===== src/rtl/rng_conditioner.sv =====
// rng_conditioner: warms up, XOR-folds DECIM raw CA samples per output word and
// buffers the words in a small FIFO with overflow drop counting.
// Optional repetition-count health test enabled by RNG_CONDITIONER_HEALTH_EN;
// without it the ALARM state is unreachable and alarm is tied low.
module rng_conditioner #(
    parameter int unsigned WIDTH      = 32,
    parameter int unsigned DECIM      = 4,
    parameter int unsigned DEPTH      = 4,
    parameter int unsigned WARMUP     = 16,
    parameter int unsigned RCT_CUTOFF = 8
) (
    input  logic                     clk,
    input  logic                     rst,
    input  logic                     en,
    input  logic [WIDTH-1:0]         state,
    input  logic                     clear_alarm,
    input  logic                     rng_ready,
    output logic                     rng_valid,
    output logic [WIDTH-1:0]         rng_data,
    output logic                     alarm,
    output logic [7:0]               drop_cnt,
    output logic [$clog2(DEPTH):0]   level
);

    localparam int unsigned AW = $clog2(DEPTH);
    localparam int unsigned LW = AW + 1;
    localparam int unsigned DW = 4;
    localparam int unsigned WW = 8;

    // Elaboration-time parameter legality checks
    if (DECIM < 1 || DECIM > 16) begin : g_bad_decim
        $error("rng_conditioner: DECIM must be 1..16");
    end
    if (DEPTH < 2 || DEPTH > 16 || (DEPTH & (DEPTH - 1)) != 0) begin : g_bad_depth
        $error("rng_conditioner: DEPTH must be a power of two in 2..16");
    end
    if (WARMUP < 1 || WARMUP > 255) begin : g_bad_warmup
        $error("rng_conditioner: WARMUP must be 1..255");
    end
    if (RCT_CUTOFF < 2 || RCT_CUTOFF > 255) begin : g_bad_rct
        $error("rng_conditioner: RCT_CUTOFF must be 2..255");
    end

    typedef enum logic [1:0] {
        ST_IDLE   = 2'd0,
        ST_WARMUP = 2'd1,
        ST_RUN    = 2'd2,
        ST_ALARM  = 2'd3
    } fsm_t;

    fsm_t              fsm_q, fsm_d;
    logic [WW-1:0]     warm_cnt;
    logic [DW-1:0]     samp_cnt;
    logic [WIDTH-1:0]  acc;
    logic              fire;
    logic              warm_done;
    logic              fold_done;
    logic              push;

    logic [WIDTH-1:0]  mem [DEPTH];
    logic [AW-1:0]     wr_ptr, rd_ptr;
    logic              pop, full, push_ok, drop;
    logic [LW-1:0]     level_d;

`ifdef RNG_CONDITIONER_HEALTH_EN
    logic [WIDTH-1:0]  prev_sample;
    logic [7:0]        rep_q, rep_d;
    logic              health_on;

    // Repetition count over consecutive samples while warming up or running
    always_comb begin
        health_on = (fsm_q == ST_WARMUP) || (fsm_q == ST_RUN);
        rep_d     = 8'd1;
        if (health_on && rep_q != 8'd0 && state == prev_sample) begin
            rep_d = rep_q + 8'd1;
        end
        fire = health_on && (rep_d == 8'(RCT_CUTOFF));
    end

    // Previous sample, run length and alarm flag registers
    always_ff @(posedge clk or negedge rst) begin
        if (!rst) begin
            prev_sample <= '0;
            rep_q       <= '0;
            alarm       <= 1'b0;
        end else begin
            prev_sample <= state;
            rep_q       <= (health_on && !fire) ? rep_d : 8'd0;
            alarm       <= (fsm_d == ST_ALARM);
        end
    end
`else
    assign fire  = 1'b0;
    assign alarm = 1'b0;
`endif

    // FSM state register
    always_ff @(posedge clk or negedge rst) begin
        if (!rst) begin
            fsm_q <= ST_IDLE;
        end else begin
            fsm_q <= fsm_d;
        end
    end

    // Next state and push request; a health failure overrides everything
    always_comb begin
        fsm_d     = fsm_q;
        push      = 1'b0;
        warm_done = (warm_cnt == WW'(WARMUP - 1));
        fold_done = (samp_cnt == DW'(DECIM - 1));
        if (fire) begin
            fsm_d = ST_ALARM;
        end else begin
            case (fsm_q)
                ST_IDLE: begin
                    if (en) fsm_d = ST_WARMUP;
                end
                ST_WARMUP: begin
                    if (!en)            fsm_d = ST_IDLE;
                    else if (warm_done) fsm_d = ST_RUN;
                end
                ST_RUN: begin
                    if (!en)            fsm_d = ST_IDLE;
                    else if (fold_done) push  = 1'b1;
                end
                ST_ALARM: begin
                    if (clear_alarm) fsm_d = en ? ST_WARMUP : ST_IDLE;
                end
                default: fsm_d = ST_IDLE;
            endcase
        end
    end

    // Warm-up counter, fold counter and accumulator; cleared unless actively consuming
    always_ff @(posedge clk or negedge rst) begin
        if (!rst) begin
            warm_cnt <= '0;
            samp_cnt <= '0;
            acc      <= '0;
        end else begin
            warm_cnt <= '0;
            samp_cnt <= '0;
            acc      <= '0;
            if (!fire && en) begin
                if (fsm_q == ST_WARMUP && !warm_done) begin
                    warm_cnt <= warm_cnt + WW'(1);
                end
                if (fsm_q == ST_RUN && !fold_done) begin
                    acc      <= acc ^ state;
                    samp_cnt <= samp_cnt + DW'(1);
                end
            end
        end
    end

    // FIFO control: pop frees a slot for a same-cycle push into a full FIFO
    always_comb begin
        pop     = rng_valid && rng_ready;
        full    = (level == LW'(DEPTH));
        push_ok = push && (!full || pop);
        drop    = push && !push_ok;
        level_d = level;
        if (push_ok && !pop)      level_d = level + LW'(1);
        else if (!push_ok && pop) level_d = level - LW'(1);
    end

    // FIFO storage; only completely folded words are ever written
    always_ff @(posedge clk or negedge rst) begin
        if (!rst) begin
            for (int i = 0; i < DEPTH; i++) mem[i] <= '0;
        end else if (push_ok) begin
            mem[wr_ptr] <= acc ^ state;
        end
    end

    // FIFO pointers, occupancy, valid flag and drop counter; alarm entry flushes
    always_ff @(posedge clk or negedge rst) begin
        if (!rst) begin
            wr_ptr    <= '0;
            rd_ptr    <= '0;
            level     <= '0;
            rng_valid <= 1'b0;
            drop_cnt  <= '0;
        end else if (fire) begin
            wr_ptr    <= '0;
            rd_ptr    <= '0;
            level     <= '0;
            rng_valid <= 1'b0;
        end else begin
            if (push_ok) wr_ptr <= wr_ptr + AW'(1);
            if (pop)     rd_ptr <= rd_ptr + AW'(1);
            level     <= level_d;
            rng_valid <= (level_d != '0);
            if (drop && drop_cnt != 8'hFF) drop_cnt <= drop_cnt + 8'd1;
        end
    end

    assign rng_data = mem[rd_ptr];

endmodule

===== config.mk =====
export PLATFORM = sky130hd
export DESIGN_NAME = rng_conditioner
export DESIGN_NICKNAME = d
export VERILOG_FILES = /design/src/rtl/rng_conditioner.sv
export SDC_FILE = /design/constraint.sdc
export NUM_CORES = 1
export LEC_CHECK = 0
export ABC_AREA = 1
export CORE_MARGIN = 4
export CORE_UTILIZATION = 40
export CTS_CLUSTER_SIZE = 40
export DETAILED_ROUTE_END_ITERATION = 8
export SYNTH_ARGS = -nofsm -noshare
export SYNTH_HDL_FRONTEND = slang
export SYNTH_SLANG_ARGS = --single-unit

===== constraint.sdc =====
create_clock -name clk -period 2.1 [get_ports clk]
set_clock_uncertainty 0.1 [all_clocks]
set_input_delay 0.42 -clock clk [delete_from_list [all_inputs] [get_ports clk]]
set_output_delay 0.42 -clock clk [all_outputs]
set_load 0.02 [all_outputs]

# Word level (Yosys, flattened, before mapping)
# Index checks and enable logic that the tools add are counted.
dict set report word_totals {
  out_inout_bits 45
  elab_cells 79
  input_bits 37
  regBits 190
}
dict set report classes {
  n_mux 24
  add_sub_neg 7
  n_bitwise 3
  n_reduce_logical 18
  order_cmp 3
  eq_ne 11
}
# cell n
set op_table {}
lappend op_table {{2-to-1 mux 32 bit} 5}
lappend op_table {{bitwise mux 128 bit} 1}
lappend op_table {{binary-select mux 32 bit (select 2 bit)} 1}
lappend op_table {{demux 32 bit (select 2 bit)} 1}
lappend op_table {{bitwise XOR 32 bit} 1}
lappend op_table {{adder 8 x 1 -> 8 bit, second input constant} 2}
lappend op_table {{2-to-1 mux 8 bit} 2}
lappend op_table {{2-to-1 mux 2 bit} 5}
lappend op_table {{logical AND 1 bit} 9}
lappend op_table {{== test 8 x 4 -> 1 bit, second input constant} 1}
lappend op_table {{2-to-1 mux 4 bit} 2}
lappend op_table {{!= test 8 bit, second input constant} 1}
lappend op_table {{case mux 2 bit (4 select lines)} 1}
lappend op_table {{>= comparator 3 bit, second input constant} 2}
lappend op_table {{2-to-1 mux 3 bit} 2}
lappend op_table {{!= test 2 bit, second input constant} 3}
lappend op_table {{inverter 2 -> 3 bit} 2}
lappend op_table {{logical NOT 1 bit} 5}
lappend op_table {{adder 2 x 1 -> 2 bit, second input constant} 2}
lappend op_table {{adder 4 x 1 -> 4 bit, second input constant} 1}
lappend op_table {{== test 2 bit, second input constant} 2}
lappend op_table {{== test 4 x 2 -> 1 bit, second input constant} 1}
lappend op_table {{2-to-1 mux 1 bit} 4}
lappend op_table {{AND reduction 4 bit} 1}
lappend op_table {{9 further kinds} 9}

# Longest topological paths before layout
# Gate-level depths: netlist of the first run.
dict set report depth {
  word_depth 10
  depth_mapped 9
  ltp_nobuf 9
}

# Worst setup path before layout of the first run
# No wires, ideal clock.
dict set report synth_timing {
  path_type {register to output}
  from {reg rd_ptr[0]}
  to {out rng_data[10]}
  slack_ns 0.088
  arrival_time_ns 1.492
  stages_incl_launch_ff 7
  required_time_ns 1.580
  path_buffers 3
  cell_sequence {dfrtp_1 > clkbuf_1 > inv_1 > buf_2 > clkbuf_1 > nor2_1 > o22ai_1}
}
dict set report synth_via {
  elab_chain_cells 4
}
# item line_no
set synth_lines {}
lappend synth_lines {{from (decl)} 61} ;# logic [AW-1:0] wr_ptr, rd_ptr;
lappend synth_lines {{from (signal assigned)} 192} ;# if (pop) rd_ptr <= rd_ptr + AW'(1);
lappend synth_lines {{inverter 2 -> 3 bit (not written as such)} 199} ;# assign rng_data = mem[rd_ptr];
lappend synth_lines {{binary-select mux 32 bit (select 2 bit)} 199}
lappend synth_lines {{2-to-1 mux 32 bit (not written as such) (2 in series)} 199}
lappend synth_lines {{to (decl)} 19} ;# output logic [WIDTH-1:0] rng_data,
# No other way between the ends. The select of a mux whose other input is x is not followed.

# Final worst setup path of the first run
dict set report layout_timing {
  from {reg rd_ptr[0]}
  to {out rng_data[2]}
}
# Same word-level chain as after synthesis.

==> flow_metrics.py, run 1 <==
metrics = {
    "status": {
        "status": "finished with violations",
        "failed_checks": "setup timing",
    },
    "pwr": {
        "ir_drop_v": 0.000652,
        "p_leak_nw": 5.00,
        "finalPower_mw": 12.4,
        "powerDensity_nw_per_um2": 1130,
    },
    "floorplan": {
        "placementRows": 53,
        "design.core.area_sq_um": 21100,
        "start_util": 0.408,
        "die_h_microns": 155,
        "die_x_microns": 155,
        "num_io_pins": 82,
        "die_area_sq_um": 23900,
    },
    "worst_setup_path": {
        "startpoint_type": "register",
        "regToRegStartpoint": "level[0]$_DFF_PN0_",
        "cp_data_arrival_time_ns": 1.68,
        "worst-path-max-fanout": 7,
        "worst_r2r_endpoint": "mem[0]$_DFFE_PN0P_",
        "r2r_slack_ns": 0.26,
        "endpoint": "rng_data[2]",
        "ff2ff_path_depth": 8,
        "worstSetupPathType": "register to output port",
        "endpoint_kind": "output port",
        "crit_start": "rd_ptr[0]$_DFFE_PN0P_",
        "crit_required_ns": 1.58,
    },
    "timing": {
        "period_needed_ns": 2.20,
        "drv_slew": 0,
        "setup_ws_ns": -0.0956,
        "rsz0062_at_grt": "yes",
        "max_freq_mhz": 455,
        "fin_crit_sh": 1.05,
        "setup-tns-final_ns": -1.24,
        "holdWs_ns": 0.357,
        "hold_viol": 0,
        "setup_viol": 29,
    },
    "final_layout": {
        "antennaDiodeCount": 0,
        "nets": 1030,
        "final_layout_size_suffix_gt1_frac": 0.158,
        "area_delta_synth_final_pct": 27.1,
        "postLayoutCellArea_sq_um": 10900,
        "fillers": 1946,
    },
    "drt": {
        "drtIter0Drc": 331,
        "drt_pass1_iterations": 4,
        "drc_errors": 0,
        "drt-vias-per-instance": 5.02,
        "ant_nets": 0,
        "vias": 6377,
        "totalWireLength_microns": 20300,
        "wl_per_cell_microns": 16.0,
    },
    "clocking": {
        "clk_pin_slew_worst_paths_ns": 0.07,
        "clock_path_buffers": 2,
        "cts_sinks": 190,
        "cts_buffers": 17,
        "cts_tree": "yes",
        "cts.root.buffer_cell": "clkbuf_16",
        "clkLatencyLatePin_ns": 0.43,
        "htreeDepth": 4,
    },
    "place": {
        "gp_congestion": 0.753,
        "postPlaceCellArea_sq_um": 9930,
        "portBuffers": 80,
        "dpl.hpwl_microns": 12700,
    },
    "synth": {
        "ys_types": 33,
        "async_reset_ff_frac": 1.00,
        "synthTopCellsByCount": "dfrtp_1, nand2_1, o21a_1, nor2_1, o21ai_0",
        "synth_nets": 925,
        "synth_top_area_frac": 0.553,
        "synth_edf_count": 0,
        "ys.flop_type": "dfrtp_1",
        "netlist_instances": 878,
        "synth_most_common_cell": "dfrtp_1",
        "avgSynthCellArea_sq_um": 9.79,
        "yosysTopAreaCell": "dfrtp_1",
        "ys_warn_count": 0,
        "synth_seq_cells": 190,
        "yosysSeqAreaShare": 0.553,
        "synthTopCellsByArea": "dfrtp_1, o21a_1, nand2_1, nor2_1, o21ai_0",
        "synth_area_sq_um": 8590,
    },
    "job": {
        "max_cap_viol_count": 0,
    },
    "global_routing": {
        "grt_max_degree": 45,
        "antenna_found_initial": 0,
        "grtUsageTotal": 0.166,
        "grt_pass1_wl_microns": 32000,
        "grt_pass1_vias": 6095,
        "gr-total-overflow": 0,
    },
    "hold_path": {
        "min_path_type": "register to register",
    },
}
[per-layer routing]
metal	up-vias	track usage	wire length [microns]
li1	3142	-	-
met1	3122	0.235	9840
met2	100	0.262	9470
met3	13	0.0400	854
met4	0	0.0378	154
met5	-	0	0
[sequential cells by signal, summed over array words and instances (netlist names)]
name / cells
wr_ptr: 2
fsm_q: 2
rd_ptr: 2
rng_valid: 1
mem: 128
acc: 32
level: 3
drop_cnt: 8
warm_cnt: 8
samp_cnt: 4
[cell usage in the layout (no fill, tap or decap), drive strengths merged, types with 32 or more instances in the layout]
| master | n |
|---|---|
| o22ai | 32 |
| inv | 32 |
| buf | 78 |
| nor2 | 124 |
| clkdlybuf4s50 | 44 |
| nand2 | 166 |
| dfrtp | 190 |
| o21a | 128 |
| xnor2 | 37 |
| o21ai | 69 |
[area by class of cell]
class / instances / area [sq um] / area share
timing repair buffer: 133 / 1530 / 0.140
inverter: 28 / 118 / 0.0108
multi-input combinational: 612 / 3540 / 0.324
timing repair inverter: 1 / 16.3 / 0.00149
tap: 275 / 344 / 0.0315
sequential: 190 / 4760 / 0.435
clock buffer: 18 / 439 / 0.0402
clock inverter: 14 / 181 / 0.0166
[worst min-delay path by stage]
stage / start / cells past startpoint / to / slack, ns
2_1_floorplan: rst / 0 / acc[0]$_DFF_PN0_ / 0.02
3_3_place_gp: rst / 1 / drop_cnt[7]$_DFFE_PN0P_ / 0.29
3_5_place_dp: rst / 1 / drop_cnt[7]$_DFFE_PN0P_ / 0.29
4_1_cts: warm_cnt[0]$_DFF_PN0_ / 1 / warm_cnt[0]$_DFF_PN0_ / 0.36
5_1_grt: samp_cnt[0]$_DFF_PN0_ / 1 / samp_cnt[0]$_DFF_PN0_ / 0.38
6_report: warm_cnt[0]$_DFF_PN0_ / 1 / warm_cnt[0]$_DFF_PN0_ / 0.36
[worst max-delay path, cell delays in order, from the launching register on]
cell and delay (ns):
dfrtp_2 0.42, buf_6 0.15, clkinv_8 0.08, clkbuf_16 0.15, nor2_1 0.04, o22ai_1 0.22
buf_4 0.19
[what timing repair did]
action,in CTS,in global routing
gates cloned,1,8
buffers inserted,0,3
pin swaps,2,13
hold buffers,1,0
endpoints found under the hold margin,35,0
setup endpoints to repair,32,35
gates resized for setup,154,102
[kinds of logic (layout without fill, tap and decap cells)]
family                     count (synthesis)  after routing  share of synthesized area
adders and majority gates                 10             10                     0.0146
buffers and inverters                     76            194                     0.0495
DFF                                      190            190                      0.553
xor gates and xnor gates                  44             44                     0.0448
AOI/OAI and AO/OA                        238            238                      0.182
other                                      1              1                   0.000436
and+or+nand+nor                          319            319                      0.155
[power breakdown]
| part | switching (mW) | leakage, nW | internal, mW |
|---|---|---|---|
| combinational | 2.80 | 2.09 | 2.22 |
| clock | 1.48 | 0.301 | 1.93 |
| sequential | 0.128 | 2.60 | 3.82 |
[per-stage QoR]
| step | worst slack (ns) | cells | util |
|---|---|---|---|
| floorplan | 0.0882 | 878 | - |
| global placement | -0.121 | 1226 | 0.471 |
| detailed placement | -0.122 | 1226 | 0.471 |
| CTS | -0.0968 | 1260 | 0.498 |
| global route | -0.155 | 1271 | 0.518 |
| finish | -0.0956 | 1271 | 0.518 |
Note: power is estimated with default switching activity, not from simulation.
==> inputs of run 2 (changes only) <==
--- a/config.mk
+++ b/config.mk
@@ -10,6 +10,7 @@
 export CORE_UTILIZATION = 40
 export CTS_CLUSTER_SIZE = 40
 export DETAILED_ROUTE_END_ITERATION = 8
+export MAX_ROUTING_LAYER = met4
 export SYNTH_ARGS = -nofsm -noshare
 export SYNTH_HDL_FRONTEND = slang
 export SYNTH_SLANG_ARGS = --single-unit
==> run 2 against run 1 <==
- the flow still finishes with violations (setup timing)
- sequential power is essentially flat
- clock-buffer cell count is the same
- flip-flop and latch count is the same
- critical path type unchanged
- highest routed layer unchanged
- first-iteration DRC count grew 8.8%
- die area is the same
- power shrank 0.11%
- critical path depth is the same
- setup slack lost 0.017 ns
- design area is the same
- combinational power is essentially flat
- hold slack lost 0.0012 ns
==> flow_metrics.py, run 2 (synthesis results as in run 1) <==
metrics = {
    "status": {
        "status": "finished with violations",
        "failed_checks": "setup timing",
    },
    "drt": {
        "drt_pass1_iterations": 4,
        "drt-vias-per-instance": 5.01,
        "wl_per_cell_microns": 16.0,
        "drtIter0Drc": 360,
        "totalWireLength_microns": 20300,
        "vias": 6365,
        "ant_nets": 0,
        "drc_errors": 0,
    },
    "worst_setup_path": {
        "ff2ff_path_depth": 8,
        "worstSetupPathType": "register to output port",
        "slowest_delay_ns": 0.42,
        "path_cells": "buf_6 -> clkinv_8 -> clkbuf_16 -> nor2_1 -> o22ai_1 -> buf_4",
        "startpoint_type": "register",
        "cp_data_arrival_time_ns": 1.69,
        "r2r_slack_ns": 0.25,
        "crit_path_top_delay_cell": "dfrtp_2",
        "endpoint_kind": "output port",
        "regToRegStartpoint": "level[0]$_DFF_PN0_",
        "crit_required_ns": 1.58,
        "worst-path-max-fanout": 7,
        "worst_r2r_endpoint": "mem[36]$_DFFE_PN0P_",
    },
    "timing": {
        "max_freq_mhz": 452,
        "holdWs_ns": 0.356,
        "setup_viol": 27,
        "hold_viol": 0,
        "setup_ws_ns": -0.112,
        "rsz0062_at_grt": "yes",
        "fin_crit_sh": 1.05,
        "period_needed_ns": 2.21,
        "drv_slew": 0,
        "setup-tns-final_ns": -1.28,
    },
    "final_layout": {
        "nets": 1030,
        "largest_registers": "mem x128, acc x32",
        "largest_register": "mem",
        "area_delta_synth_final_pct": 27.1,
        "layout_commonest_cell": "dfrtp_1",
        "stdcell_count": 1271,
        "postLayoutCellArea_sq_um": 10900,
        "fin_util": 0.518,
        "final_cell_mix": "dfrtp_1, nand2_1, o21a_1",
        "final_layout_size_suffix_gt1_frac": 0.159,
        "antennaDiodeCount": 0,
        "largest_reg_flops": 128,
    },
    "hold_path": {
        "min_path_type": "register to register",
        "hold_depth": 1,
        "hp-start": "warm_cnt[0]$_DFF_PN0_",
        "hold_path_end": "warm_cnt[0]$_DFF_PN0_",
    },
    "clocking": {
        "cts.root.buffer_cell": "clkbuf_16",
        "cts_tree": "yes",
        "htreeDepth": 4,
        "clock_path_buffers": 2,
        "cts_sinks": 190,
        "clkLatencyLatePin_ns": 0.43,
        "clk_pin_slew_worst_paths_ns": 0.07,
        "cts_buffers": 17,
    },
    "floorplan": {
        "design.core.area_sq_um": 21100,
        "start_util": 0.408,
        "num_io_pins": 82,
        "die_h_microns": 155,
        "die_x_microns": 155,
        "die_area_sq_um": 23900,
        "placementRows": 53,
    },
    "pwr": {
        "power.internal_mw": 7.96,
        "powerDensity_nw_per_um2": 1130,
        "pwr-share-comb": 0.405,
        "finalPower_mw": 12.4,
        "p_leak_nw": 5.00,
        "pwr-share-seq": 0.319,
        "switching_share": 0.357,
        "ir_drop_v": 0.000658,
        "p_clk_frac": 0.276,
        "p_switching_mw": 4.42,
    },
    "global_routing": {
        "grt_max_degree": 45,
        "antenna_found_initial": 0,
        "grtUsageTotal": 0.172,
        "gr-total-overflow": 0,
        "grt_pass1_wl_microns": 32000,
        "grt_pass1_vias": 6105,
    },
    "place": {
        "post-place-cells": 1226,
        "gp_congestion": 0.763,
        "dpl.hpwl_microns": 12700,
        "postPlaceCellArea_sq_um": 9930,
        "place_ws_ns": -0.122,
        "portBuffers": 80,
    },
    "job": {
        "max_cap_viol_count": 0,
    },
}
==> run 2: cell counts in the layout (fill, tap and decap cells not counted) <==
Identical to the previous run, type by type.
==> run 2: final cells by class <==
type / instances / area, sq um
clock inverters: 14 / 181
repair inverters: 1 / 16.3
multi-input cells: 612 / 3540
fillers: 1950 / 10200
clock buffers: 18 / 439
inverters: 28 / 118
well taps: 275 / 344
repair buffers: 133 / 1530
flip-flops and latches: 190 / 4760
==> run 2: power by group through the flow <==
stage / registers [mW] / clock network (mW) / logic (mW)
floorplan: 4.03 / 0 / 2.19
global placement: 4.01 / 0 / 4.17
detailed placement: 4.02 / 0 / 4.18
CTS: 3.96 / 3.50 / 4.02
global route: 3.97 / 3.69 / 5.38
finish: 3.94 / 3.41 / 5.02
==> run 2: layer usage <==
metal / GRT usage / routed length [microns]
met1: 0.238 / 9910
met2: 0.261 / 9410
met3: 0.0353 / 781
met4: 0.0429 / 206
met5: - / 0
==> run 2: worst max-delay path, delay by kind of cell, from the launching register on <==
family / cells / cell delay (ns)
compound gates: 1 / 0.22
buf+inv: 4 / 0.58
flops: 1 / 0.42
simple gates: 1 / 0.04
==> run 2: worst max-delay path by stage <==
stage,startpoint,to,slack (ns),depth (start not counted)
global placement,rd_ptr[0]$_DFFE_PN0P_,rng_data[29],-0.12,5
CTS,rd_ptr[0]$_DFFE_PN0P_,rng_data[22],-0.1,4
global route,rd_ptr[0]$_DFFE_PN0P_,rng_data[2],-0.16,6
detailed placement,rd_ptr[0]$_DFFE_PN0P_,rng_data[15],-0.12,5
finish,rd_ptr[0]$_DFFE_PN0P_,rng_data[2],-0.11,6
floorplan,rd_ptr[0]$_DFFE_PN0P_,rng_data[10],0.09,6
==> run 2: repair_timing <==
item	CTS	global route
gates resized for setup	154	102
pin swaps	2	12
hold buffers	1	0
cloned	1	8
setup buffers	0	3
endpoints found under the hold margin	35	0
endpoints found under the setup margin	32	35
==> inputs of run 3 (changes only) <==
--- a/config.mk
+++ b/config.mk
@@ -6,6 +6,7 @@
 export NUM_CORES = 1
 export LEC_CHECK = 0
 export ABC_AREA = 1
+export ABC_CLOCK_PERIOD_IN_PS = 2100
 export CORE_MARGIN = 4
 export CORE_UTILIZATION = 40
 export CTS_CLUSTER_SIZE = 40
==> results of run 3 <==
The final DEF is identical to that of run 2; final timing and power are the same.
